`src/rtl/memshare_rqst_addr_gen.sv`:
```
// memshare_rqst_addr_gen: per-channel request address generator for SCU.memShare() periods.
// Optional MEMSHARE_DRC_REBASE_EN lets a DRC0 handshake rebase every channel to drc_base_addr_i.
module memshare_rqst_addr_gen #(
  parameter int CH_NUM      = 4,
  parameter int RD_ADDR_W   = 4,
  parameter int BUFF_ADDR_W = 6,
  parameter int TRACK_DEPTH = 2,
  parameter int DRC_NUM     = 2,
  parameter int RQST_NUM    = 8
) (
  input  logic                               sys_clk,
  input  logic                               rst,
  input  logic                               scu_begin_i,
  input  logic [CH_NUM*BUFF_ADDR_W-1:0]      base_addr_i,
  input  logic [CH_NUM*RD_ADDR_W-1:0]        operand_i,
  input  logic [DRC_NUM-1:0]                 is_drc_i,
  input  logic [BUFF_ADDR_W-1:0]             drc_base_addr_i,
  input  logic                               rqst_ready_i,
  output logic                               rqst_valid_o,
  output logic [CH_NUM*BUFF_ADDR_W-1:0]      rqst_addr_o,
  output logic [CH_NUM*RD_ADDR_W-1:0]        increment_operand_o,
  output logic [BUFF_ADDR_W-1:0]             drc_base_addr_o,
  output logic [$clog2(RQST_NUM+1)-1:0]      rqst_cnt_o,
  output logic                               busy_o,
  output logic                               done_o
);
  localparam int CW = $clog2(RQST_NUM + 1);
  localparam int AW = CH_NUM * BUFF_ADDR_W;
  localparam int OW = CH_NUM * RD_ADDR_W;
  localparam int FW = TRACK_DEPTH > 1 ? $clog2(TRACK_DEPTH) : 1;
  localparam logic [RD_ADDR_W-1:0] ONE = 1;
  localparam logic [OW-1:0] OP_ONES = {CH_NUM{ONE}};

  typedef enum logic [1:0] {IDLE, FILL, ISSUE, DONE} state_t;

  state_t                        state;
  logic [FW-1:0]                 fill_cnt;
  logic [TRACK_DEPTH-1:0][OW-1:0] trk;
  logic [OW-1:0]                 live_op;
  logic [OW-1:0]                 op_hold;
  logic                          stall_q;
  logic [AW-1:0]                 addr_inc;
  logic [AW-1:0]                 addr_nxt;
  logic                          hs;
  logic                          last;
  logic                          unused_in;

  for (genvar k = 0; k < CH_NUM; k++) begin : g_ch
    assign live_op[k*RD_ADDR_W +: RD_ADDR_W] = is_drc_i[1] ? trk[TRACK_DEPTH-1][k*RD_ADDR_W +: RD_ADDR_W] : ONE;
    assign addr_inc[k*BUFF_ADDR_W +: BUFF_ADDR_W] = rqst_addr_o[k*BUFF_ADDR_W +: BUFF_ADDR_W]
                                                  + BUFF_ADDR_W'(increment_operand_o[k*RD_ADDR_W +: RD_ADDR_W]);
  end

  // a stalled request keeps showing the operand it was first presented with
  assign increment_operand_o = rst ? OP_ONES : stall_q ? op_hold : live_op;
  assign hs                  = rqst_valid_o & rqst_ready_i;
  assign last                = rqst_cnt_o == CW'(RQST_NUM - 1);
  assign unused_in           = ^{is_drc_i, drc_base_addr_i};

`ifdef MEMSHARE_DRC_REBASE_EN
  assign addr_nxt = is_drc_i[0] ? {CH_NUM{drc_base_addr_i}} : addr_inc;
`else
  assign addr_nxt        = addr_inc;
  assign drc_base_addr_o = '0;
`endif

  always_ff @(posedge sys_clk or posedge rst)
    if (rst) begin
      trk     <= '0;
      op_hold <= '0;
      stall_q <= 1'b0;
    end else begin
      trk[0] <= operand_i;
      for (int i = 1; i < TRACK_DEPTH; i++) trk[i] <= trk[i-1];
      op_hold <= increment_operand_o;
      stall_q <= rqst_valid_o & ~rqst_ready_i;
    end

  always_ff @(posedge sys_clk or posedge rst)
    if (rst) begin
      state        <= IDLE;
      fill_cnt     <= '0;
      rqst_addr_o  <= '0;
      rqst_cnt_o   <= '0;
      rqst_valid_o <= 1'b0;
      busy_o       <= 1'b0;
      done_o       <= 1'b0;
`ifdef MEMSHARE_DRC_REBASE_EN
      drc_base_addr_o <= '0;
`endif
    end else begin
      done_o <= 1'b0;
      if (scu_begin_i) begin
        state        <= FILL;
        fill_cnt     <= '0;
        rqst_addr_o  <= base_addr_i;
        rqst_cnt_o   <= '0;
        rqst_valid_o <= 1'b0;
        busy_o       <= 1'b1;
      end else
        case (state)
          FILL:
            if (fill_cnt == FW'(TRACK_DEPTH - 1)) begin
              state        <= ISSUE;
              rqst_valid_o <= 1'b1;
            end else
              fill_cnt <= fill_cnt + 1'b1;
          ISSUE:
            if (hs) begin
              rqst_addr_o <= addr_nxt;
              rqst_cnt_o  <= rqst_cnt_o + 1'b1;
`ifdef MEMSHARE_DRC_REBASE_EN
              if (is_drc_i[0]) drc_base_addr_o <= drc_base_addr_i;
`endif
              if (last) begin
                state        <= DONE;
                rqst_valid_o <= 1'b0;
                done_o       <= 1'b1;
              end
            end
          DONE: begin
            state  <= IDLE;
            busy_o <= 1'b0;
          end
          default: ;
        endcase
    end
endmodule

```
`config.mk`:
```
export PLATFORM = sky130hd
export DESIGN_NAME = memshare_rqst_addr_gen
export DESIGN_NICKNAME = d
export VERILOG_FILES = /design/src/rtl/memshare_rqst_addr_gen.sv
export SDC_FILE = /design/constraint.sdc
export NUM_CORES = 1
export LEC_CHECK = 0
export CORE_MARGIN = 2
export CORE_UTILIZATION = 51
export CTS_CLUSTER_DIAMETER = 30
export DETAILED_ROUTE_END_ITERATION = 12
export GPL_ROUTABILITY_DRIVEN = 0
export MAX_ROUTING_LAYER = met4
export PLACE_DENSITY = 0.95
export SYNTH_ARGS = -nofsm -noshare
export SYNTH_HDL_FRONTEND = slang
export SYNTH_SLANG_ARGS = --single-unit
```
`constraint.sdc`:
```
create_clock -name sys_clk -period 6.5 [get_ports sys_clk]
set_clock_uncertainty 0.15 [all_clocks]
set_input_delay 0.975 -clock sys_clk [delete_from_list [all_inputs] [get_ports sys_clk]]
set_output_delay 0.975 -clock sys_clk [all_outputs]
set_load 0.05 [all_outputs]
```
==> results by group <==
Worst hold path
  • Hold WC Path Type: register to register

Synth
  • Mapped Area: 0.003655 mm^2
  • FF+latch count, synth: 83
  • Yosys warnings: 0
  • Seq/Total Area, Yosys: 56.83%
  • Synth unique cells: 40
  • Async S/R FF share, synth: 100.0%
  • Syn avg cell area: 11.18 um^2
  • Post-synth top flop: dfrtp_1
  • Post-Syn Instances: 327
  • Number of synthesized flops with an enable pin: 0

Floorplan
  • Initial Utilization: 53.21%
  • Core ar.: 0.006869 mm^2
  • Die extent in y: 88.66 um
  • Die W: 88.66 um
  • I/O Pins: 105
  • Row cnt: 30
  • Die area: 0.007860 mm^2

STA
  • Final Critical Period: 4679 ps
  • Worst rel slew slack: 48.08%
  • Setup tns final: 0 ps
  • Max Transition Viols Final: 0
  • Hold Vio Cnt, Final: 0
  • RSZ-0062 raised after global routing: false
  • Slew of the pin with the lowest slew margin: 777.1 ps
  • Peak Freq: 0.2137 GHz
  • Final setup violation count: 0
  • Fin Hold WS: 200.8 ps
  • Final period util: 71.99%

Critical path
  • Arrival @ worst endpoint: 3550 ps
  • Critical path class: primary input to output port
  • Crit. End Element: output port
  • Critical Path Source Type: primary input
  • CP required: 5370 ps
  • Crit Path Max Fanout: 33

Flow run
  • Max Cap Viol: 0

Place
  • Placed cells: 502
  • Post-placement cell area: 0.004609 mm^2
  • IO buf count: 91
  • DP HPWL: 6139 um

Power and ir drop
  • Switching Fraction: 31.78%
  • NetSw: 0.0003885 W
  • Maximum vdd drop: 0.0001297 V
  • Tot Pwr: 0.001222 W
  • PD cells: 254.1 mW/mm^2
  • Leak: 2.164 nW
  • Gate power share: 22.3%
  • Register share of total power: 47.0%
  • Power share of the clock group: 30.7%
  • Internal: 0.0008338 W

Route
  • Routed Antenna Nets: 0
  • Drt initial violations: 142
  • Via density: 5.413
  • Final wirelength: 8542 um
  • 1st-pass router iterations: 4
  • DR DRC count: 0
  • Via count: 2804
  • Routed WL per cell: 16.49 um

Clock network
  • CTS resizes: 0
  • Clock root cell: clkbuf_8
  • Clock sinks: 83
  • Clk Latency, worst-skew pair: 350 ps
  • Worst-path clk slew: 80 ps
  • Clk buf depth: 2
  • Cts bufs inserted: 9
  • Cts hold-fix bufs: 0
  • Post-CTS setup buffer count: 0
  • CTS tree: built
  • H-tree depth: 3

Global route
  • Top Usage Layer GRT: met2
  • Global-route met1 utilization: 31.68%
  • GRT overflow: 0
  • Initial antenna violation count: 0
  • Vias in the first global route: 2672
  • Grt met3 use: 4.851%
  • First-pass GRT wire length: 13340 um
  • Gr usage total: 23.49%
  • Largest net degree at the start of global routing: 56
  • Grt met2 use: 35.89%

Layout
  • Fill count: 489
  • Inserted Diodes: 0
  • Final #Nets: 490
  • Share of cells above drive strength 1: 5.924%
  • Area Overhead vs Synth: 31.60%
  • Most frequent cells in the layout: clkdlybuf4s50_1, dfrtp_1, nand2_1
  • Final Cell Area: 0.004810 mm^2
  • Final Non-Filler Cells: 518
  • Commonest non-fill, non-tap cell in the layout: clkdlybuf4s50_1

Status
  • Status: completed
registers in the layout (all words and copies together), names as in the netlist:
name / count
stall_q: 1
busy_o: 1
op_hold: 16
rqst_addr_o: 24
rqst_cnt_o: 4
done_o: 1
fill_cnt: 1
rqst_valid_o: 1
trk: 32
state: 2
worst max-delay path: stages:
cell and delay, ps:
clkdlybuf4s50_1 790, clkinv_2 590, nand2_1 330, clkdlybuf4s50_1 850
cells in the mapped netlist, types with 2 or more instances:
library cell	number	area (um^2)
clkbuf_1	8	30.03
buf_4	6	45.04
fa_1	4	80.08
a22oi_1	10	75.07
a21o_1	7	52.55
nor2_1	31	116.4
or2_2	2	12.51
nand2_1	32	120.1
a21oi_1	14	70.07
buf_6	2	22.52
a31o_2	3	26.28
nand4_1	5	31.28
or3_1	3	18.77
inv_1	11	41.29
dfrtp_1	83	2077
nor3_1	4	20.02
o21ai_0	22	110.1
nor2b_1	4	25.02
nand2b_1	2	12.51
o21bai_1	4	30.03
o22ai_1	4	25.02
o21a_1	5	37.54
a31oi_1	7	43.79
mux2i_1	7	70.07
ha_1	17	212.7
xor2_1	2	17.52
o311ai_0	4	35.03
xnor2_1	4	35.03
a211oi_1	8	60.06
buf_2	2	10.01
metrics by stage:
step,utilization [%],setup WS [ps]
2_1_floorplan,-,1028
3_3_place_gp,67.10,1793
3_5_place_dp,67.10,1761
4_1_cts,70.02,1762
5_1_grt,70.02,1578
6_report,70.02,1821
layer usage:
metal	part of all wire, %	wire length (um)
met1	45	3850
met2	49	4179
met3	4.6	397
met4	1.3	114
met5	0	0
path summary, 6_finish.rpt:
kind / start / endpoint / slack [ps] / cells past startpoint
worst max-delay path: rst / increment_operand_o[0] / 1820 / 4
worst min register to register: trk[11] / trk[27] / 200 / 0
worst max register to register: stall_q / rqst_addr_o[22] / 3190 / 9
max in group asynchronous: rst / rqst_addr_o[0] / 3910 / 3
min in group asynchronous: rst / trk[30] / 1220 / 2
worst min-delay path: trk[11] / trk[27] / 200 / 0
power by group through the flow:
| stage | logic (W) | clock network, W | registers, W |
|---|---|---|---|
| 3_3_place_gp | 0.000264 | 0 | 0.000582 |
| 2_1_floorplan | 0.000127 | 0 | 0.000633 |
| 5_1_grt | 0.000295 | 0.000401 | 0.000579 |
| 6_report | 0.000273 | 0.000375 | 0.000575 |
| 4_1_cts | 0.000274 | 0.000381 | 0.000574 |
| 3_5_place_dp | 0.000272 | 0 | 0.000584 |
logic make-up (layout without fill, tap and decap cells):
kind of cell / after synthesis / count (layout) / share of synthesized area, %
compound gates: 90 / 90 / 15.99
xor+xnor: 6 / 6 / 1.438
fa+ha+maj: 21 / 21 / 8.011
buf+inv: 30 / 120 / 4.176
flops: 83 / 83 / 56.83
mux: 7 / 7 / 1.917
other cells: 1 / 6 / 0.1026
simple gates: 89 / 89 / 11.54
final cells by class:
cell class                      instances  area, um^2  area share, %
Sequential cell                        83        2077          43.18
Multi-Input combinational cell        219        1444          30.02
Timing Repair Buffer                   93       925.9          19.25
Clock buffer                            9       123.9          2.575
Tap cell                               96       120.1          2.497
Clock inverter                          7       76.32          1.587
Inverter                               11       42.54         0.8845
Note: power is estimated with default switching activity, not from simulation.
